$ cat src/rtl/voice_allocator.sv
// voice_allocator: polyphonic voice scheduler. Assigns note events to voice
// slots by held-note reuse, lowest free voice, or stealing the oldest voice.
module voice_allocator #(
    parameter int unsigned NBVOICE    = 6,
    parameter int unsigned RETRIG_GAP = 4
) (
    input  logic                   clk,
    input  logic                   rst_n,
    input  logic                   ev_valid,
    output logic                   ev_ready,
    input  logic                   ev_on,
    input  logic [6:0]             ev_note,
    input  logic [6:0]             ev_velo,
    input  logic                   all_off,
    output logic [NBVOICE-1:0]     trig_out,
    output logic [NBVOICE*7-1:0]   note_out,
    output logic [NBVOICE*7-1:0]   velo_out,
    output logic                   steal_out
);

    localparam int unsigned IDXW = $clog2(NBVOICE);
    localparam int unsigned GAPW = $clog2(RETRIG_GAP + 1);

    typedef enum logic [1:0] {S_IDLE, S_SCAN, S_DECIDE, S_GAP} state_t;

    typedef struct packed {
        logic       on;
        logic [6:0] note;
        logic [6:0] velo;
    } ev_t;

    state_t              state_q, state_d;
    logic [IDXW-1:0]     idx_q, idx_d;
    ev_t                 ev_q, ev_d;
    logic                match_vld_q, match_vld_d;
    logic [IDXW-1:0]     match_idx_q, match_idx_d;
    logic                free_vld_q, free_vld_d;
    logic [IDXW-1:0]     free_idx_q, free_idx_d;
    logic [IDXW-1:0]     old_idx_q, old_idx_d;
    logic [IDXW-1:0]     tgt_q, tgt_d;
    logic [GAPW-1:0]     gap_cnt_q, gap_cnt_d;
    logic [NBVOICE-1:0]  gate_q, gate_d;
    logic [6:0]          note_q [NBVOICE];
    logic [6:0]          note_d [NBVOICE];
    logic [6:0]          velo_q [NBVOICE];
    logic [6:0]          velo_d [NBVOICE];
    logic [IDXW-1:0]     rank_q [NBVOICE];
    logic [IDXW-1:0]     rank_d [NBVOICE];
    logic                steal_q, steal_d;
    logic                ready_q, ready_d;

    logic [IDXW-1:0]     pick_c;
    logic                note_on_c;

    // Voice chosen at DECIDE for a note-on: match, else lowest free, else oldest
    always_comb begin
        pick_c = old_idx_q;
        if (match_vld_q) begin
            pick_c = match_idx_q;
        end else if (free_vld_q) begin
            pick_c = free_idx_q;
        end
        note_on_c = ev_q.on && (ev_q.velo != 7'd0);
    end

    // Next-state and voice-table update
    always_comb begin
        state_d     = state_q;
        idx_d       = idx_q;
        ev_d        = ev_q;
        match_vld_d = match_vld_q;
        match_idx_d = match_idx_q;
        free_vld_d  = free_vld_q;
        free_idx_d  = free_idx_q;
        old_idx_d   = old_idx_q;
        tgt_d       = tgt_q;
        gap_cnt_d   = gap_cnt_q;
        gate_d      = gate_q;
        note_d      = note_q;
        velo_d      = velo_q;
        rank_d      = rank_q;
        steal_d     = 1'b0;

        if (all_off) begin
            gate_d    = '0;
            state_d   = S_IDLE;
            gap_cnt_d = '0;
        end else begin
            case (state_q)
                S_IDLE: begin
                    if (ev_valid) begin
                        ev_d        = '{on: ev_on, note: ev_note, velo: ev_velo};
                        idx_d       = '0;
                        match_vld_d = 1'b0;
                        free_vld_d  = 1'b0;
                        state_d     = S_SCAN;
                    end
                end
                S_SCAN: begin
                    if (gate_q[idx_q] && (note_q[idx_q] == ev_q.note) && !match_vld_q) begin
                        match_vld_d = 1'b1;
                        match_idx_d = idx_q;
                    end
                    if (!gate_q[idx_q] && !free_vld_q) begin
                        free_vld_d = 1'b1;
                        free_idx_d = idx_q;
                    end
                    if (rank_q[idx_q] == IDXW'(NBVOICE - 1)) begin
                        old_idx_d = idx_q;
                    end
                    if (idx_q == IDXW'(NBVOICE - 1)) begin
                        state_d = S_DECIDE;
                    end else begin
                        idx_d = idx_q + IDXW'(1);
                    end
                end
                S_DECIDE: begin
                    state_d = S_IDLE;
                    if (note_on_c) begin
                        note_d[pick_c] = ev_q.note;
                        velo_d[pick_c] = ev_q.velo;
                        if (match_vld_q || !free_vld_q) begin
                            gate_d[pick_c] = 1'b0;
                            tgt_d          = pick_c;
                            gap_cnt_d      = '0;
                            steal_d        = !match_vld_q;
                            state_d        = S_GAP;
                        end else begin
                            gate_d[pick_c] = 1'b1;
                        end
                        for (int i = 0; i < NBVOICE; i++) begin
                            if (IDXW'(i) == pick_c) begin
                                rank_d[i] = '0;
                            end else if (rank_q[i] < rank_q[pick_c]) begin
                                rank_d[i] = rank_q[i] + IDXW'(1);
                            end
                        end
                    end else if (match_vld_q) begin
                        gate_d[match_idx_q] = 1'b0;
                    end
                end
                S_GAP: begin
                    if (gap_cnt_q == GAPW'(RETRIG_GAP - 1)) begin
                        gate_d[tgt_q] = 1'b1;
                        state_d       = S_IDLE;
                    end else begin
                        gap_cnt_d = gap_cnt_q + GAPW'(1);
                    end
                end
                default: state_d = S_IDLE;
            endcase
        end
        ready_d = (state_d == S_IDLE);
    end

    // State and voice-table registers with synchronous reset
    always_ff @(posedge clk) begin
        if (!rst_n) begin
            state_q     <= S_IDLE;
            idx_q       <= '0;
            ev_q        <= '0;
            match_vld_q <= 1'b0;
            match_idx_q <= '0;
            free_vld_q  <= 1'b0;
            free_idx_q  <= '0;
            old_idx_q   <= '0;
            tgt_q       <= '0;
            gap_cnt_q   <= '0;
            gate_q      <= '0;
            steal_q     <= 1'b0;
            ready_q     <= 1'b1;
            for (int i = 0; i < NBVOICE; i++) begin
                note_q[i] <= '0;
                velo_q[i] <= '0;
                rank_q[i] <= IDXW'(i);
            end
        end else begin
            state_q     <= state_d;
            idx_q       <= idx_d;
            ev_q        <= ev_d;
            match_vld_q <= match_vld_d;
            match_idx_q <= match_idx_d;
            free_vld_q  <= free_vld_d;
            free_idx_q  <= free_idx_d;
            old_idx_q   <= old_idx_d;
            tgt_q       <= tgt_d;
            gap_cnt_q   <= gap_cnt_d;
            gate_q      <= gate_d;
            steal_q     <= steal_d;
            ready_q     <= ready_d;
            note_q      <= note_d;
            velo_q      <= velo_d;
            rank_q      <= rank_d;
        end
    end

    // Flatten per-voice registers onto the output buses
    for (genvar g = 0; g < NBVOICE; g++) begin : g_out
        assign note_out[7*g +: 7] = note_q[g];
        assign velo_out[7*g +: 7] = velo_q[g];
    end

    assign trig_out  = gate_q;
    assign steal_out = steal_q;
    assign ev_ready  = ready_q;

endmodule

$ cat config.mk
export PLATFORM = sky130hd
export DESIGN_NAME = voice_allocator
export DESIGN_NICKNAME = d
export VERILOG_FILES = /design/src/rtl/voice_allocator.sv
export SDC_FILE = /design/constraint.sdc
export NUM_CORES = 1
export LEC_CHECK = 0
export CORE_ASPECT_RATIO = 0.9
export CORE_MARGIN = 2
export CORE_UTILIZATION = 30
export CTS_BUF_LIST = sky130_fd_sc_hd__clkbuf_8
export CTS_CLUSTER_SIZE = 10
export DETAILED_ROUTE_END_ITERATION = 8
export PLACE_DENSITY = 0.55
export REMOVE_ABC_BUFFERS = 1
export SETUP_SLACK_MARGIN = 0.1
export SYNTH_ARGS = -nofsm -noshare
export SYNTH_HDL_FRONTEND = slang
export SYNTH_SLANG_ARGS = --single-unit
$ cat constraint.sdc
create_clock -name clk -period 3.3 [get_ports clk]
set_input_delay 0.495 -clock clk [delete_from_list [all_inputs] [get_ports clk]]
set_output_delay 0.495 -clock clk [all_outputs]
set_load 0.005 [all_outputs]
==> flow_summary.ini, run 1 <==
[clock_tree]
clockRootBuffer = clkbuf_8
cts_buffer_depth = 2
numClockSinks = 147
clk_latency_ps = 470
htree_levels = 4
cts_tree = done
cts_buffers = 17
clkTransAtPathRegs_ps = 90

[die]
die-area_sq_um = 24800
dieHeight_um = 150
initial_core_util_pct = 30.4
ios = 111
rows = 53
core_sq_um = 23300
die_w_um = 166

[sta]
timing.final.crit_share_pct = 91.0
slew_violations = 0
tightestPinTransition_ps = 892
hold_viol = 0
tns_ps = 0
max_slew_margin_pct = 40.5
finClkSkew_ps = 12.8
timing.final.ws_setup_ps = 297
rsz0062_at_grt = no
setup_viol = 0
period_minus_slack_ps = 3000
clock.fmax_mhz = 333

[final_layout]
multi_input_area_sq_um = 3840
fillers = 2363
mostFrequentLayoutCell = nand2_1
layout_common_cells = nand2_1, dfxtp_1, clkdlybuf4s50_1, a21boi_1, buf_4
diodes = 0
drive_gt1_share_pct = 12.0
regArea_sq_um = 2950
area_growth_pct = 27.8
fin_nets = 990

[setup_path]
cp_max_fo = 7
worstSetupPathType = flop to flop
cp.required_ps = 3680
reg2reg_from = free_vld_q
critPathArrivalTime_ps = 3390
crit_path_end_kind = flop
cp-startpoint = free_vld_q
start_kind = flop

[yosys]
synth_flop_cell = dfxtp_1
ys_types = 62
syn_area_sq_um = 7070
synth_area_leaders = dfxtp_1, nand2_1, a21boi_1, mux4_2, ha_1
ys_seq_area_share_pct = 41.6
ys_warn_count = 0
synth_edf_count = 0
synthCells = 837
yosys.area.top_type_share_pct = 41.6
yosys.area.top_type = dfxtp_1
ys_seq_elements = 147
async_reset_ff_share_pct = 0
syn-mean-instance-area_sq_um = 8.45

[power]
power_density_nw_per_um2 = 369
ir_drop_v = 0.000181
p_leak_nw = 3.03

[grt]
antenna_found_initial = 1
grt_start_max_net_pins = 62
grt_pass1_wl_um = 34600
grt_overflow = 0
grtUsageTotal_pct = 17.9
grt_pass1_vias = 5972

[routing]
drtAntennaViolNets = 0
route.detailed.drc = 0
wl_per_cell_um = 17.8
drt_iter0_drc = 549
drt-vias-per-instance = 5.05
drtPass1Iterations = 5
routed_wl_um = 22600
vias = 6416

[min_path]
hold_start = velo_out[2]
holdCritPathClass = flop to flop

[placed_design]
hpwl_um = 15800
portBuffers = 110
pre_cts_ws_ps = 253
gp_congestion = 0.885

[run_status]
outcome = completed

[flow_run]
max_cap_violations = 0
[state kept, by name (all words and copies together) (netlist names), named ones only]
name / count
note_out: 42
idx_q: 3
gap_cnt_q: 3
rank_q: 18
old_idx_q: 3
state_q: 2
velo_out: 42
match_vld_q: 1
free_vld_q: 1
free_idx_q: 3
steal_out: 1
ev_q: 15
tgt_q: 3
match_idx_q: 3
ev_ready: 1
[cell type report]
cell class / instances / share of cell area [%]
clock buffer: 18 / 2.74
tap: 302 / 4.18
sequential: 147 / 32.6
timing repair buffer: 158 / 16.1
multi-input combinational: 622 / 42.5
clock inverter: 14 / 1.43
inverter: 9 / 0.374
[cell families after synthesis]
family	after synthesis	share of synthesized area, %
XOR/XNOR	10	1.24
adder cells (fa/ha/maj)	16	2.83
buffers and inverters	68	4.05
AO/OA/AOI/OAI	212	22.2
AND/OR/NAND/NOR	351	21.5
flip-flops	147	41.6
multiplexers	33	6.50
[synth_stat cells, types with 9 or more instances]
library cell and number:
a211oi_1 9, a21boi_0 19, a21boi_1 87, a21oi_1 23, a31oi_1 9, buf_1 10
buf_2 13, clkbuf_1 34, dfxtp_1 147, ha_1 16, inv_1 9, mux2_2 11
mux2i_1 11, mux4_2 9, nand2_1 246, nand3_1 22, nor2_1 29, nor2b_1 12
o211ai_1 9, o21ai_0 9, xnor2_1 9
[layer usage]
metal  wire (um)  share of wire (%)  GRT usage, %
met3        1630                7.2          6.35
met2        9760                 43          26.6
met1       11000                 49          25.2
met4         182               0.80          3.26
met5          13              0.057             0
[power breakdown]
part	leakage, nW	internal [mW]	switching, mW	total [mW]
Clock	0.180	0.622	0.761	1.38
Combinational	1.66	0.0713	0.0761	0.147
Sequential	1.19	1.78	0.0221	1.81
[worst max-delay path, cell delays in order, from the launching register on]
cell and delay, ps:
dfxtp_4 400, mux2i_2 270, o21a_1 180, mux4_2 500
a21oi_1 170, buf_4 180, ha_1 250, a311oi_2 370
nand2_1 140, or3_1 320, a21boi_1 140
[stage by stage]
stage	total power, mW	instance area, sq um	util [%]	std cells	hold WS [ps]
after floorplan	1.91	6820	-	778	451
after global placement	2.00	8630	37.1	1235	440
after detailed placement	2.00	8630	37.1	1235	447
after CTS	3.37	9010	38.7	1267	460
after global routing	3.47	9040	38.8	1270	474
final	3.34	9040	38.8	1270	457
[worst paths after layout]
kind                 end  slack [ps]  cells past startpoint
max           rank_q[15]         300                     10
max reg2reg   rank_q[15]         300                     10
min reg2reg  velo_out[2]         460                      2
min          velo_out[2]         460                      2
[timing repair]
action / in CTS / in global routing
buffers inserted: 0 / 3
gates resized for setup: 0 / 3
hold endpoints to repair: 0 / 0
endpoints found under the setup margin: 0 / 9
hold buffers: 0 / 0
(Power assumes the default switching activity.)
==> run 2, diff against run 1 <==
--- a/config.mk
+++ b/config.mk
@@ -11,7 +11,7 @@
 export CTS_BUF_LIST = sky130_fd_sc_hd__clkbuf_8
 export CTS_CLUSTER_SIZE = 10
 export DETAILED_ROUTE_END_ITERATION = 8
-export PLACE_DENSITY = 0.55
+export PLACE_DENSITY = 0.54
 export REMOVE_ABC_BUFFERS = 1
 export SETUP_SLACK_MARGIN = 0.1
 export SYNTH_ARGS = -nofsm -noshare
==> constraint.sdc (replaced) <==
create_clock -name clk -period 3.7 [get_ports clk]
set_input_delay 0.555 -clock clk [delete_from_list [all_inputs] [get_ports clk]]
set_output_delay 0.555 -clock clk [all_outputs]
set_load 0.005 [all_outputs]
==> run 2 against run 1 <==
Compared with the run above: design area shrank 1.6%; utilization shrank 0.60 points; wire length shrank 2.6%; hold slack lost 2.2 ps; critical path depth is the same; total power shrank 11%; via count shrank 2.4%; critical path type unchanged.
==> flow_summary.ini, run 2 (synthesis results as in run 1) <==
[die]
initial_core_util_pct = 30.4
die-area_sq_um = 24800
core_sq_um = 23300
die_w_um = 166
ios = 111
rows = 53
dieHeight_um = 150

[routing]
drt_iter0_drc = 427
routed_wl_um = 22000
route.detailed.drc = 0
drtPass1Iterations = 4
vias = 6262
drtAntennaViolNets = 0
wl_per_cell_um = 17.7
drt-vias-per-instance = 5.02

[clock_tree]
clk_latency_ps = 460
clockRootBuffer = clkbuf_8
htree_levels = 4
cts.repair.resized = 0
clkTransAtPathRegs_ps = 90
numClockSinks = 147
cts_buffers = 17
cts_buffer_depth = 2
hold_buffers = 0
cts_tree = done
post_cts_buffers = 0

[sta]
hold_viol = 0
timing.final.ws_setup_ps = 490
clock.fmax_mhz = 312
rsz0062_at_grt = no
tightestPinTransition_ps = 899
tns_ps = 0
setup_viol = 0
max_slew_margin_pct = 40.1
finClkSkew_ps = 16.7
slew_violations = 0
whs_ps = 455
timing.final.crit_share_pct = 86.8
period_minus_slack_ps = 3210

[final_layout]
diodes = 0
area_growth_pct = 25.9
mostFrequentLayoutCell = nand2_1
fillers = 2380
layout_common_cells = nand2_1, dfxtp_1, clkdlybuf4s50_1, a21boi_1, nor2_1
stdcell_count = 1248
drive_gt1_share_pct = 9.73
final_util_pct = 38.2
fin_area_sq_um = 8900
fin_nets = 968

[placed_design]
portBuffers = 110
placed_cell_area_sq_um = 8510
pre_cts_ws_ps = 499
gp_congestion = 0.853
hpwl_um = 15000
placedCellCount = 1216

[min_path]
holdCritPathClass = flop to flop

[setup_path]
cp.required_ps = 4080
slowest_delay_ps = 550
critPathArrivalTime_ps = 3590
cp_max_fo = 7
start_kind = flop
worstSetupPathType = flop to flop
cpMaxStageDelayCell = mux4_2
cp_cell_sequence = mux2i_1 > o21a_1 > mux4_2 > a21oi_1 > buf_4 > ha_1 > a311oi_2 > nand2_1 > or3_1 > a21boi_1
crit_path_end_kind = flop

[power]
p_total_mw = 2.97
p_leak_nw = 2.94
ir_drop_v = 0.000181
power_density_nw_per_um2 = 334

[grt]
antenna_found_initial = 1
grtUsageTotal_pct = 17.9
grt_pass1_vias = 5860
grt_overflow = 0
grt_pass1_wl_um = 34400
grt_start_max_net_pins = 139

[run_status]
outcome = completed

[flow_run]
max_cap_violations = 0
-- run 2: cell type report --
| cell class | count | area [sq um] | share of cell area (%) |
|---|---|---|---|
| Sequential cell | 147 | 2940 | 33.1 |
| Clock inverter | 15 | 150 | 1.69 |
| Clock buffer | 17 | 234 | 2.63 |
| Timing Repair Buffer | 136 | 1320 | 14.8 |
| Tap cell | 302 | 378 | 4.25 |
| Inverter | 9 | 33.8 | 0.380 |
| Multi-Input combinational cell | 622 | 3840 | 43.2 |
-- run 2: critical path: cells and delay by family, from the launching register on --
| family | cells | cell delay, ps |
|---|---|---|
| AO/OA/AOI/OAI | 4 | 910 |
| adder cells (fa/ha/maj) | 1 | 250 |
| buffers and inverters | 1 | 170 |
| flip-flops | 1 | 500 |
| multiplexers | 2 | 860 |
| AND/OR/NAND/NOR | 2 | 450 |
-- run 2: report_power, final --
part           internal, mW  switching, mW  leakage [nW]
clock network         0.549          0.689         0.190
logic                0.0593         0.0608          1.56
registers              1.59         0.0240          1.19
total                  2.20          0.773          2.94
-- run 2: layer usage --
metal	wire length (um)	GRT usage, %	part of all wire (%)
met1	10700	25.2	49
met3	1450	5.24	6.6
met2	9550	26.8	43
met4	291	4.96	1.3
met5	12	0	0.054
-- run 2: path summary, 6_finish.rpt --
check / start / end / slack [ps] / cells after the start
max: free_vld_q / rank_q[9] / 490 / 10
min: velo_out[34] / velo_out[34] / 460 / 2
max reg2reg: free_vld_q / rank_q[9] / 490 / 10
min reg2reg: velo_out[34] / velo_out[34] / 460 / 2
==> run 3, diff against run 2 <==
--- a/config.mk
+++ b/config.mk
@@ -5,13 +5,14 @@
 export SDC_FILE = /design/constraint.sdc
 export NUM_CORES = 1
 export LEC_CHECK = 0
+export ABC_CLOCK_PERIOD_IN_PS = 2800
 export CORE_ASPECT_RATIO = 0.9
 export CORE_MARGIN = 2
 export CORE_UTILIZATION = 30
 export CTS_BUF_LIST = sky130_fd_sc_hd__clkbuf_8
 export CTS_CLUSTER_SIZE = 10
 export DETAILED_ROUTE_END_ITERATION = 8
-export PLACE_DENSITY = 0.54
+export PLACE_DENSITY = 0.55
 export REMOVE_ABC_BUFFERS = 1
 export SETUP_SLACK_MARGIN = 0.1
 export SYNTH_ARGS = -nofsm -noshare
==> constraint.sdc (replaced) <==
create_clock -name clk -period 2.8 [get_ports clk]
set_input_delay 0.42 -clock clk [delete_from_list [all_inputs] [get_ports clk]]
set_output_delay 0.42 -clock clk [all_outputs]
set_load 0.005 [all_outputs]
==> run 3 against run 2 <==
Compared with the run above: combinational power grew 59%; total power grew 34%; sequential cell count unchanged; utilization increased by 3.3 points; wire length grew 6.5%; cell count is 4.3% higher; non-clock buffer count up 54; critical endpoint is now rank_q[17]; register-to-register slack worse by 490 ps; clock-buffer cell count is 2 higher; critical path type unchanged; via count is 4.7% higher; highest routed layer unchanged; clock skew rose by 1.1 ps; fmax rose by 15%.
==> flow_summary.ini, run 3 (synthesis results as in run 1) <==
[routing]
routed_wl_um = 23500
wl_per_cell_um = 18.0
drt-vias-per-instance = 5.03
drt_iter0_drc = 426
vias = 6554
drtPass1Iterations = 5
route.detailed.drc = 0
drtAntennaViolNets = 0

[final_layout]
fillers = 2296
fin_area_sq_um = 9670
area_growth_pct = 36.7
drive_gt1_share_pct = 18.5
fin_nets = 1022
diodes = 0
mostFrequentLayoutCell = nand2_1
layout_common_cells = nand2_1, dfxtp_1, clkdlybuf4s50_1, a21boi_1, buf_4
regArea_sq_um = 2950
multi_input_area_sq_um = 4120
final_util_pct = 41.5

[power]
ir_drop_v = 0.000236
p_leak_nw = 3.29
power_density_nw_per_um2 = 411
p_total_mw = 3.97

[run_status]
outcome = completed

[grt]
grt_busiest_layer = met2
use_met1_pct = 25.6
grtUsageMet3_pct = 5.55
grt_use_met2_pct = 29.3
grtUsageTotal_pct = 18.7
grt_pass1_wl_um = 36000
antenna_found_initial = 1
grt_start_max_net_pins = 96
grt_pass1_vias = 6302
grt_overflow = 0

[sta]
hold_viol = 0
clock.fmax_mhz = 358
whs_ps = 427
max_slew_margin_pct = 39.2
timing.final.crit_share_pct = 99.8
rsz0062_at_grt = yes
period_minus_slack_ps = 2800
finClkSkew_ps = 17.8
setup_viol = 0
slew_violations = 0
tightestPinTransition_ps = 913

[clock_tree]
numClockSinks = 147
clk_latency_ps = 460
cts_buffers = 17
htree_levels = 4
cts_tree = done
clkTransAtPathRegs_ps = 90
cts_buffer_depth = 2
clockRootBuffer = clkbuf_8

[die]
ios = 111
core_sq_um = 23300
dieHeight_um = 150
die-area_sq_um = 24800
die_w_um = 166
rows = 53
initial_core_util_pct = 30.4

[min_path]
hold_start = rst_n
holdCritPathClass = input port to flop

[setup_path]
cp-startpoint = free_vld_q
start_kind = flop
reg2reg_from = free_vld_q
cpMaxStageDelayCell = mux4_2
crit_buf_inv = 2
cp.required_ps = 3160
critPathArrivalTime_ps = 3150
cp_max_fo = 6
slowest_delay_ps = 520
crit_path_end_kind = flop
worstSetupPathType = flop to flop
critPathTopFamily = multiplexers
cp_cell_sequence = mux2i_2 > o21a_1 > mux4_2 > a21oi_2 > buf_6 > ha_4 > a311oi_4 > buf_4 > nand3_2 > xnor2_1 > and3_1

[placed_design]
placed_cell_area_sq_um = 8860
gp_congestion = 0.844
portBuffers = 110
hpwl_um = 15600

[flow_run]
max_cap_violations = 0
-- run 3: path summary, 6_finish.rpt --
| path | endpoint | slack (ps) | depth (start not counted) |
|---|---|---|---|
| worst min-delay path | note_out[14] | 430 | 2 |
| worst min register to register | velo_out[31] | 450 | 2 |
| worst max register to register | rank_q[17] | 4 | 11 |
| worst max-delay path | rank_q[17] | 4 | 11 |
-- run 3: metal layers --
| layer | up-vias | share of wire [%] |
|---|---|---|
| met5 | - | 0.055 |
| met4 | 2 | 0.77 |
| met3 | 19 | 7.1 |
| met2 | 191 | 45 |
| met1 | 3135 | 47 |
| li1 | 3207 | - |
-- run 3: power by group --
group	internal, mW	switching [mW]
Sequential	2.10	0.0182
Combinational	0.0917	0.0994
Clock	0.763	0.899
Total	2.96	1.02
-- run 3: through the flow --
| step | setup WS [ps] | setup TNS (ps) | instances |
|---|---|---|---|
| after floorplan | -283 | -3650 | 778 |
| final | 4.39 | 0 | 1302 |
| after global placement | 10.9 | 0 | 1254 |
| after detailed placement | -30.0 | -59.4 | 1254 |
| after CTS | 34.6 | 0 | 1292 |
| after global routing | -120 | -920 | 1302 |
-- run 3: worst register-to-register path, stage by stage, from the launching register on --
cell,delay (ps)
dfxtp_2,360
mux2i_2,230
o21a_1,180
mux4_2,520
a21oi_2,170
buf_6,170
ha_4,220
a311oi_4,300
buf_4,180
nand3_2,70
xnor2_1,130
and3_1,170
-- run 3: final cells by class --
cell class | instances | area share (%)
clock inverter | 13 | 1.28
sequential | 147 | 30.5
clock buffer | 19 | 2.71
timing repair buffer | 190 | 18.6
tap | 302 | 3.91
inverter | 9 | 0.349
multi-input combinational | 622 | 42.7
-- run 3: repair_timing --
item | 4_1_cts | 5_1_grt
buffers inserted | 6 | 9
gates cloned | 0 | 1
hold buffers | 0 | 0
pin swaps | 15 | 16
resized for setup | 14 | 39
setup endpoints to repair | 19 | 22
